--- config.mk ---
export PLATFORM = sky130hd
export DESIGN_NAME = prog_clk_divider
export DESIGN_NICKNAME = d
export VERILOG_FILES = /design/src/rtl/prog_clk_div_pkg.sv /design/src/rtl/clk_div_channel.sv /design/src/rtl/prog_clk_divider.sv
export SDC_FILE = /design/constraint.sdc
export NUM_CORES = 1
export LEC_CHECK = 0
export CORE_MARGIN = 1.5
export CORE_UTILIZATION = 65
export CTS_CLUSTER_DIAMETER = 40
export DETAILED_ROUTE_END_ITERATION = 7
export PLACE_DENSITY = 0.92
export SLEW_MARGIN = 20
export SYNTH_ARGS = -nofsm -noshare
export SYNTH_HDL_FRONTEND = slang
export SYNTH_HIERARCHICAL = 1
export SYNTH_SLANG_ARGS = --single-unit
--- constraint.sdc ---
create_clock -name clk -period 9.9 [get_ports clk]
set_input_delay 1.98 -clock clk [delete_from_list [all_inputs] [get_ports clk]]
set_output_delay 1.98 -clock clk [all_outputs]
set_load 0.02 [all_outputs]
--- src/rtl/prog_clk_div_pkg.sv ---
// prog_clk_div_pkg: shared constants, ratio type and ratio clamp for the programmable clock divider
package prog_clk_div_pkg;
    localparam int MIN_DIV = 2;
    localparam int DEF_CNT_W = 10;
    typedef logic [DEF_CNT_W-1:0] div_t;
    function automatic logic [31:0] clamp_div(input logic [31:0] value);
        return (value < 32'(MIN_DIV)) ? 32'(MIN_DIV) : value;
    endfunction
endpackage

--- src/rtl/clk_div_channel.sv ---
// clk_div_channel: one divider channel with counter, active/shadow ratio and pending flag (sync input under PROG_CLK_DIV_SYNC_EN)
module clk_div_channel
    import prog_clk_div_pkg::*;
#(
    parameter int CNT_W = DEF_CNT_W,
    parameter int DEFAULT_DIV = 1000
) (
    input  logic             clk,
    input  logic             reset,
`ifdef PROG_CLK_DIV_SYNC_EN
    input  logic             sync,
`endif
    input  logic             en,
    input  logic             ld,
    input  logic [CNT_W-1:0] ld_div,
    output logic             div_clk,
    output logic             tick,
    output logic             pending
);
    logic [CNT_W-1:0] cnt, active_div, shadow_div, new_div, apply_div, cnt_nx, div_nx;
    logic wrap, restart, apply;
    // next-state: a restart (disable or sync) or a wrap zeroes the count and loads the newest ratio
    always_comb begin
        new_div = CNT_W'(clamp_div(32'(ld_div)));
        apply_div = ld ? new_div : shadow_div;
        wrap = en && cnt == active_div - 1'b1;
`ifdef PROG_CLK_DIV_SYNC_EN
        restart = !en || sync;
`else
        restart = !en;
`endif
        apply = restart || wrap;
        cnt_nx = apply ? '0 : cnt + 1'b1;
        div_nx = apply ? apply_div : active_div;
    end
    // outputs are registered from the next count so they stay aligned with cnt and glitch-free
    always_ff @(posedge clk or posedge reset) begin
        if (reset) begin
            cnt <= '0;
            active_div <= CNT_W'(DEFAULT_DIV);
            shadow_div <= CNT_W'(DEFAULT_DIV);
            div_clk <= 1'b0;
            tick <= 1'b0;
            pending <= 1'b0;
        end else begin
            cnt <= cnt_nx;
            active_div <= div_nx;
            if (ld) shadow_div <= new_div;
            pending <= apply ? 1'b0 : (pending || ld);
            div_clk <= cnt_nx >= (div_nx >> 1);
            tick <= cnt_nx == div_nx - 1'b1;
        end
    end
endmodule

--- src/rtl/prog_clk_divider.sv ---
// prog_clk_divider: multi-channel runtime-programmable clock divider; PROG_CLK_DIV_SYNC_EN adds sync_in phase alignment
module prog_clk_divider
    import prog_clk_div_pkg::*;
#(
    parameter int NUM_CH = 4,
    parameter int CNT_W = DEF_CNT_W,
    parameter int DEFAULT_DIV = 1000,
    localparam int WCH_W = (NUM_CH > 1) ? $clog2(NUM_CH) : 1
) (
    input  logic              clk,
    input  logic              reset,
`ifdef PROG_CLK_DIV_SYNC_EN
    input  logic              sync_in,
`endif
    input  logic [NUM_CH-1:0] ch_en,
    input  logic              wr_en,
    input  logic [WCH_W-1:0]  wr_ch,
    input  logic [CNT_W-1:0]  wr_div,
    output logic [NUM_CH-1:0] div_clk,
    output logic [NUM_CH-1:0] tick,
    output logic [NUM_CH-1:0] pending
);
    genvar i;
    generate
        for (i = 0; i < NUM_CH; i++) begin : g_ch
            clk_div_channel #(.CNT_W(CNT_W), .DEFAULT_DIV(DEFAULT_DIV)) u_ch (
                .clk(clk),
                .reset(reset),
`ifdef PROG_CLK_DIV_SYNC_EN
                .sync(sync_in),
`endif
                .en(ch_en[i]),
                .ld(wr_en && wr_ch == WCH_W'(i)),
                .ld_div(wr_div),
                .div_clk(div_clk[i]),
                .tick(tick[i]),
                .pending(pending[i])
            );
        end
    endgenerate
endmodule

# After elaboration in Yosys (flattened, before gate mapping)
# Cells that the tools add are included.
# totals
word_cells	90
reg_bits	132
out_inout_bits	12
input_bits	19
# op_classes
reduce_logical	21
n_addsub	12
eq_ne	11
order_cmp	5
mux	17
# ops
cell	count
$mux 10	13
$eq 10x10->1	8
$sub 10x1->10 const B	8
$add 10x1->10 const B	4
$ge 10x9->1	4
$lt 10x2->1 const B	1
$logic_and 1x1->1	8
$logic_or 1x1->1	8
$eq 2x2->1 const B	2
$logic_not 1->1	4
$mux 1	4
$eq 2x1->1 const B	1
$logic_not 2->1	1

# Logic depth before layout (Yosys ltp)
# logic_depth
word_depth	7
ltp_mapped	20
mapped_depth_nobuf	19

# Modules after synthesis
# Netlist, hierarchy kept.
# by_module_without_submodules
module	cells_per_inst	seq_area_each_um2	n_inst	area_per_inst_um2
clk_div_channel	247	840.8	4	2409.8
prog_clk_divider	4	0.0	1	37.5

# Least setup slack after synthesis
# Ideal clock, no wire load.
# synth_path
kind	input to register
startpoint	input port wr_ch[1]
endpoint	register g_ch[1].u_ch.tick
arrival_ps	4715
n_path_buf	2
setup_slack_ps	5112
stages	15
path_cell_list	and3b_1 clkbuf_1 clkbuf_1 inv_1 o31a_1 a21oi_2 ha_1 nor2b_1 nand2_1 xnor2_1 xnor2_1 nand3_1 nor4_1 o32ai_2 a21oi_2
# synth_between
elab_chain_len	6
# synth_lines
element	line	text
start: declaration	prog_clk_divider.sv:17	input logic [WCH_W-1:0] wr_ch,
$eq 2x1->1	prog_clk_divider.sv:33	.ld(wr_en && wr_ch == WCH_W'(i)),
$logic_and 1x1->1	prog_clk_divider.sv:33	
$mux 10	clk_div_channel.sv:25	apply_div = ld ? new_div : shadow_div;
named net g_ch[1].u_ch.apply_div[0]	clk_div_channel.sv:20	logic [CNT_W-1:0] cnt, active_div, shadow_div, new_div, apply_div, cnt_nx, div_nx;
$mux 10	clk_div_channel.sv:34	div_nx = apply ? apply_div : active_div;
$sub 10x1->10	clk_div_channel.sv:51	tick <= cnt_nx == div_nx - 1'b1;
$eq 10x10->1	clk_div_channel.sv:51	
end signal: assignment	clk_div_channel.sv:51	
end: declaration	clk_div_channel.sv:17	output logic tick,
# The timed path passes the listed nets, and every way through them passes these cells.

# Worst setup path after layout
# Same ends and word-level chain as after synthesis.

==> impl_results.md <==
* CTS Root Buffer Type: clkbuf_16
* Setup TNS Final at 0 ns
* Relative slew slack at 0.428
* CP startpoint kind: input pin
* Min-Delay Path Class: reg -> reg
* Syn nets at between 1000 and 1500
* Antenna violations before repair at 0
* Seq/Total Area, Yosys at 0.348
* Maximum VDD drop at 0.000150 V
* Critical path type: in -> reg
* Period utilization at 0.539
* Core Util, Final at 0.737
* Row count at 44
* Post-Route WL at 23.4 mm
* Netlist cell types at 57
* Vias at 7714
* Total track usage at 0.307
* Die ar. at 15600 sq um
* Global-route wire length before repair at 38.8 mm
* ANT nets after route at 0
* CORE AREA at 14500 sq um
* Die Y at 125 um
* Max Transition Viols Final at 0
* CTS tree: done
* Synth top area cells: dfrtp_1 (22%), dfstp_2 (13%), xnor2_1 (8.0%), ha_1 (6.2%), mux2i_1 (6.2%)
* Hold buffer count at cts at 0
* CP max-delay cell: and3b_1
* Wire per inst at 19.4 um
* Reg2Reg Setup Slack at roughly 4.9 ns
* Minimum clock period at 5.34 ns
* HPWL after DPL at 15.8 mm
* Area leader, netlist: dfrtp_1
* TritonCTS Sinks at 132
* Resized Gates After CTS at 0
* Worst path arrival time at 5.69 ns
* Mapped cell area at 9680 sq um
* Total grt overflow at 0
* Die W at 125 um
* Worst-path clk slew at 0.05 ns
* Worst Tran Pin Value at 0.837 ns
* 1st-pass router iterations at 6
* 1st-iter DRT viols at 632
* Post-synth EDFFs at 0
* Leakage at 4.75 nW
* Fmax at 187 MHz
* Most common cell in the synthesized netlist: nor2_1
* Residual DRC count at 0
* Final setup vio count at 0
* Avg Cell Area, Syn at just under 10 sq um
* Num CTS Buffers at 17
* CP max stage delay at between 0.7 and 0.8 ns
* Post-CTS Setup Bufs at 0
* Drt via density at approximately 6.4
* Initial Util at 0.666
* RSZ-0062 raised after global routing: no
* Async SR Flop Fraction at 1.00
* NumNets Final at 1077
* Commonest cells in the netlist: nor2_1 (100), xnor2_1 (88), dfrtp_1 (84), inv_1 (72), mux2i_1 (60)
* Ys flop type: dfrtp_1
* Share of post-route cells with drive strength above 1 at 0.181
* Synth-to-Final Area Change at 10.6%
* N_diodes at 0
* Clock power share at 0.339
* Post-DP Area at 10000 sq um
* Gpl congestion at ~0.87
* Comb pwr share at 0.300
* Switching share of power at 0.333
* Pwr Density at just under 200 nW/um^2
* Number of H-tree levels at 4
* Ports at 31
* Cells along the critical path: clkdlybuf4s50_1, and3b_1, mux2_2, o31a_1, a21oi_2, ha_1, nor2b_1, nand2_1, xnor2_1, xnor2_1, nand3_1, nor4_1, o32ai_2, a21oi_2
* Design Power at just over 2 mW
* NetSw at 0.693 mW
* Yosys top cell area share at 0.217
* Gate count of the mapped netlist at between 900 and 1000
* Max Cap Viol at 0
* Yosys warns at 6
* Critical path data required time at a little over 10 ns
* Outcome: finished, final reports clean
* Clock Latency Late Sink at 0.42 ns
* Final Hold Fails at 0
* Vias in the first global route at between 7000 and 8000
* Critical path fanouts, max at 15
* Internal power at approximately 1.4 mW
* Synth Register Bits at 132
* Final Cell Area at ~11000 sq um
* Setup crit end kind: register
* Reg power frac at 0.361
* Largest net degree at the start of global routing at 34
* Skew final at between 0.005 and 0.006 ns
* I/O Buffers at 30
* Clock tree buffer depth at 2
-- registers in the layout (all words and copies together) (netlist names) --
register / flops
g_ch.u_ch/shadow_div: 40
g_ch.u_ch/tick: 4
g_ch.u_ch/active_div: 40
g_ch.u_ch/cnt: 40
g_ch.u_ch/div_clk: 4
g_ch.u_ch/pending: 4
-- final cells by class --
| class | count | area (sq um) |
|---|---|---|
| tap | 184 | 230 |
| inverter | 76 | 285 |
| fill | 897 | 3830 |
| clock buffer | 23 | 488 |
| clock inverter | 9 | 173 |
| multi-input combinational | 744 | 5800 |
| sequential | 132 | 3360 |
| timing repair buffer | 39 | 368 |
-- stage by stage --
step / hold WS, ns / worst slack, ns / cells
floorplan: 0.511 / 5.11 / 992
global placement: 0.517 / 4.47 / 1175
detailed placement: 0.538 / 4.33 / 1175
CTS: 0.553 / 4.64 / 1207
global route: 0.581 / 4.29 / 1207
finish: 0.545 / 4.56 / 1207
-- worst paths after layout --
kind	from	endpoint	cells past startpoint
max	wr_ch[1]	g_ch[1].u_ch/tick$_DFF_PP0_	14
min	g_ch[0].u_ch/pending$_DFF_PP0_	g_ch[0].u_ch/pending$_DFF_PP0_	2
max reg2reg	g_ch[2].u_ch/active_div[2]$_DFF_PP0_	g_ch[2].u_ch/tick$_DFF_PP0_	17
min reg2reg	g_ch[0].u_ch/pending$_DFF_PP0_	g_ch[0].u_ch/pending$_DFF_PP0_	2
max in group asynchronous	reset	g_ch[3].u_ch/active_div[3]$_DFF_PP1_	3
min in group asynchronous	reset	g_ch[1].u_ch/cnt[7]$_DFF_PP0_	3
-- metal layers --
layer | part of all wire | track usage | routed length, um | vias to the layer above
met5 | 0 | 0 | 0 | -
met4 | 0.030 | 0.122 | 692 | 0
met3 | 0.061 | 0.0650 | 1440 | 71
met2 | 0.50 | 0.520 | 11600 | 354
met1 | 0.41 | 0.385 | 9650 | 3761
li1 | - | - | - | 3528
-- worst max-delay path: cells and delay by family --
kind,cells,cell delay [ns]
simple gates,5,1.58
mux,1,0.43
xor+xnor,2,0.37
fa+ha+maj,1,0.27
compound gates,4,0.57
buf+inv,1,0.47
-- cells by family (layout without fill, tap and decap cells) --
| family | count (synthesis) | in the layout | share of synthesized area |
|---|---|---|---|
| and+or+nand+nor | 336 | 336 | 0.198 |
| muxes | 100 | 100 | 0.109 |
| DFF | 132 | 132 | 0.348 |
| adders and majority gates | 48 | 48 | 0.0621 |
| xor gates and xnor gates | 128 | 128 | 0.122 |
| AOI/OAI and AO/OA | 132 | 132 | 0.109 |
| buffers and inverters | 116 | 147 | 0.0533 |
-- cell usage in the layout, fill, tap and decap left out, types with 24 or more instances in the layout --
cell	n
clkdlybuf4s50_1	30
dfrtp_1	84
dfstp_2	48
ha_1	48
inv_1	72
mux2_2	40
mux2i_1	60
nand2_1	44
nor2_1	100
nor3_1	24
nor4_1	24
xnor2_1	88
xor2_1	36
-- power groups by stage --
stage	registers (mW)	clock network, mW	logic, mW
floorplan	0.702	0	0.508
global placement	0.747	0	0.572
detailed placement	0.751	0	0.597
CTS	0.746	0.711	0.614
global route	0.759	0.735	0.682
finish	0.749	0.704	0.624
(Power assumes the default switching activity.)
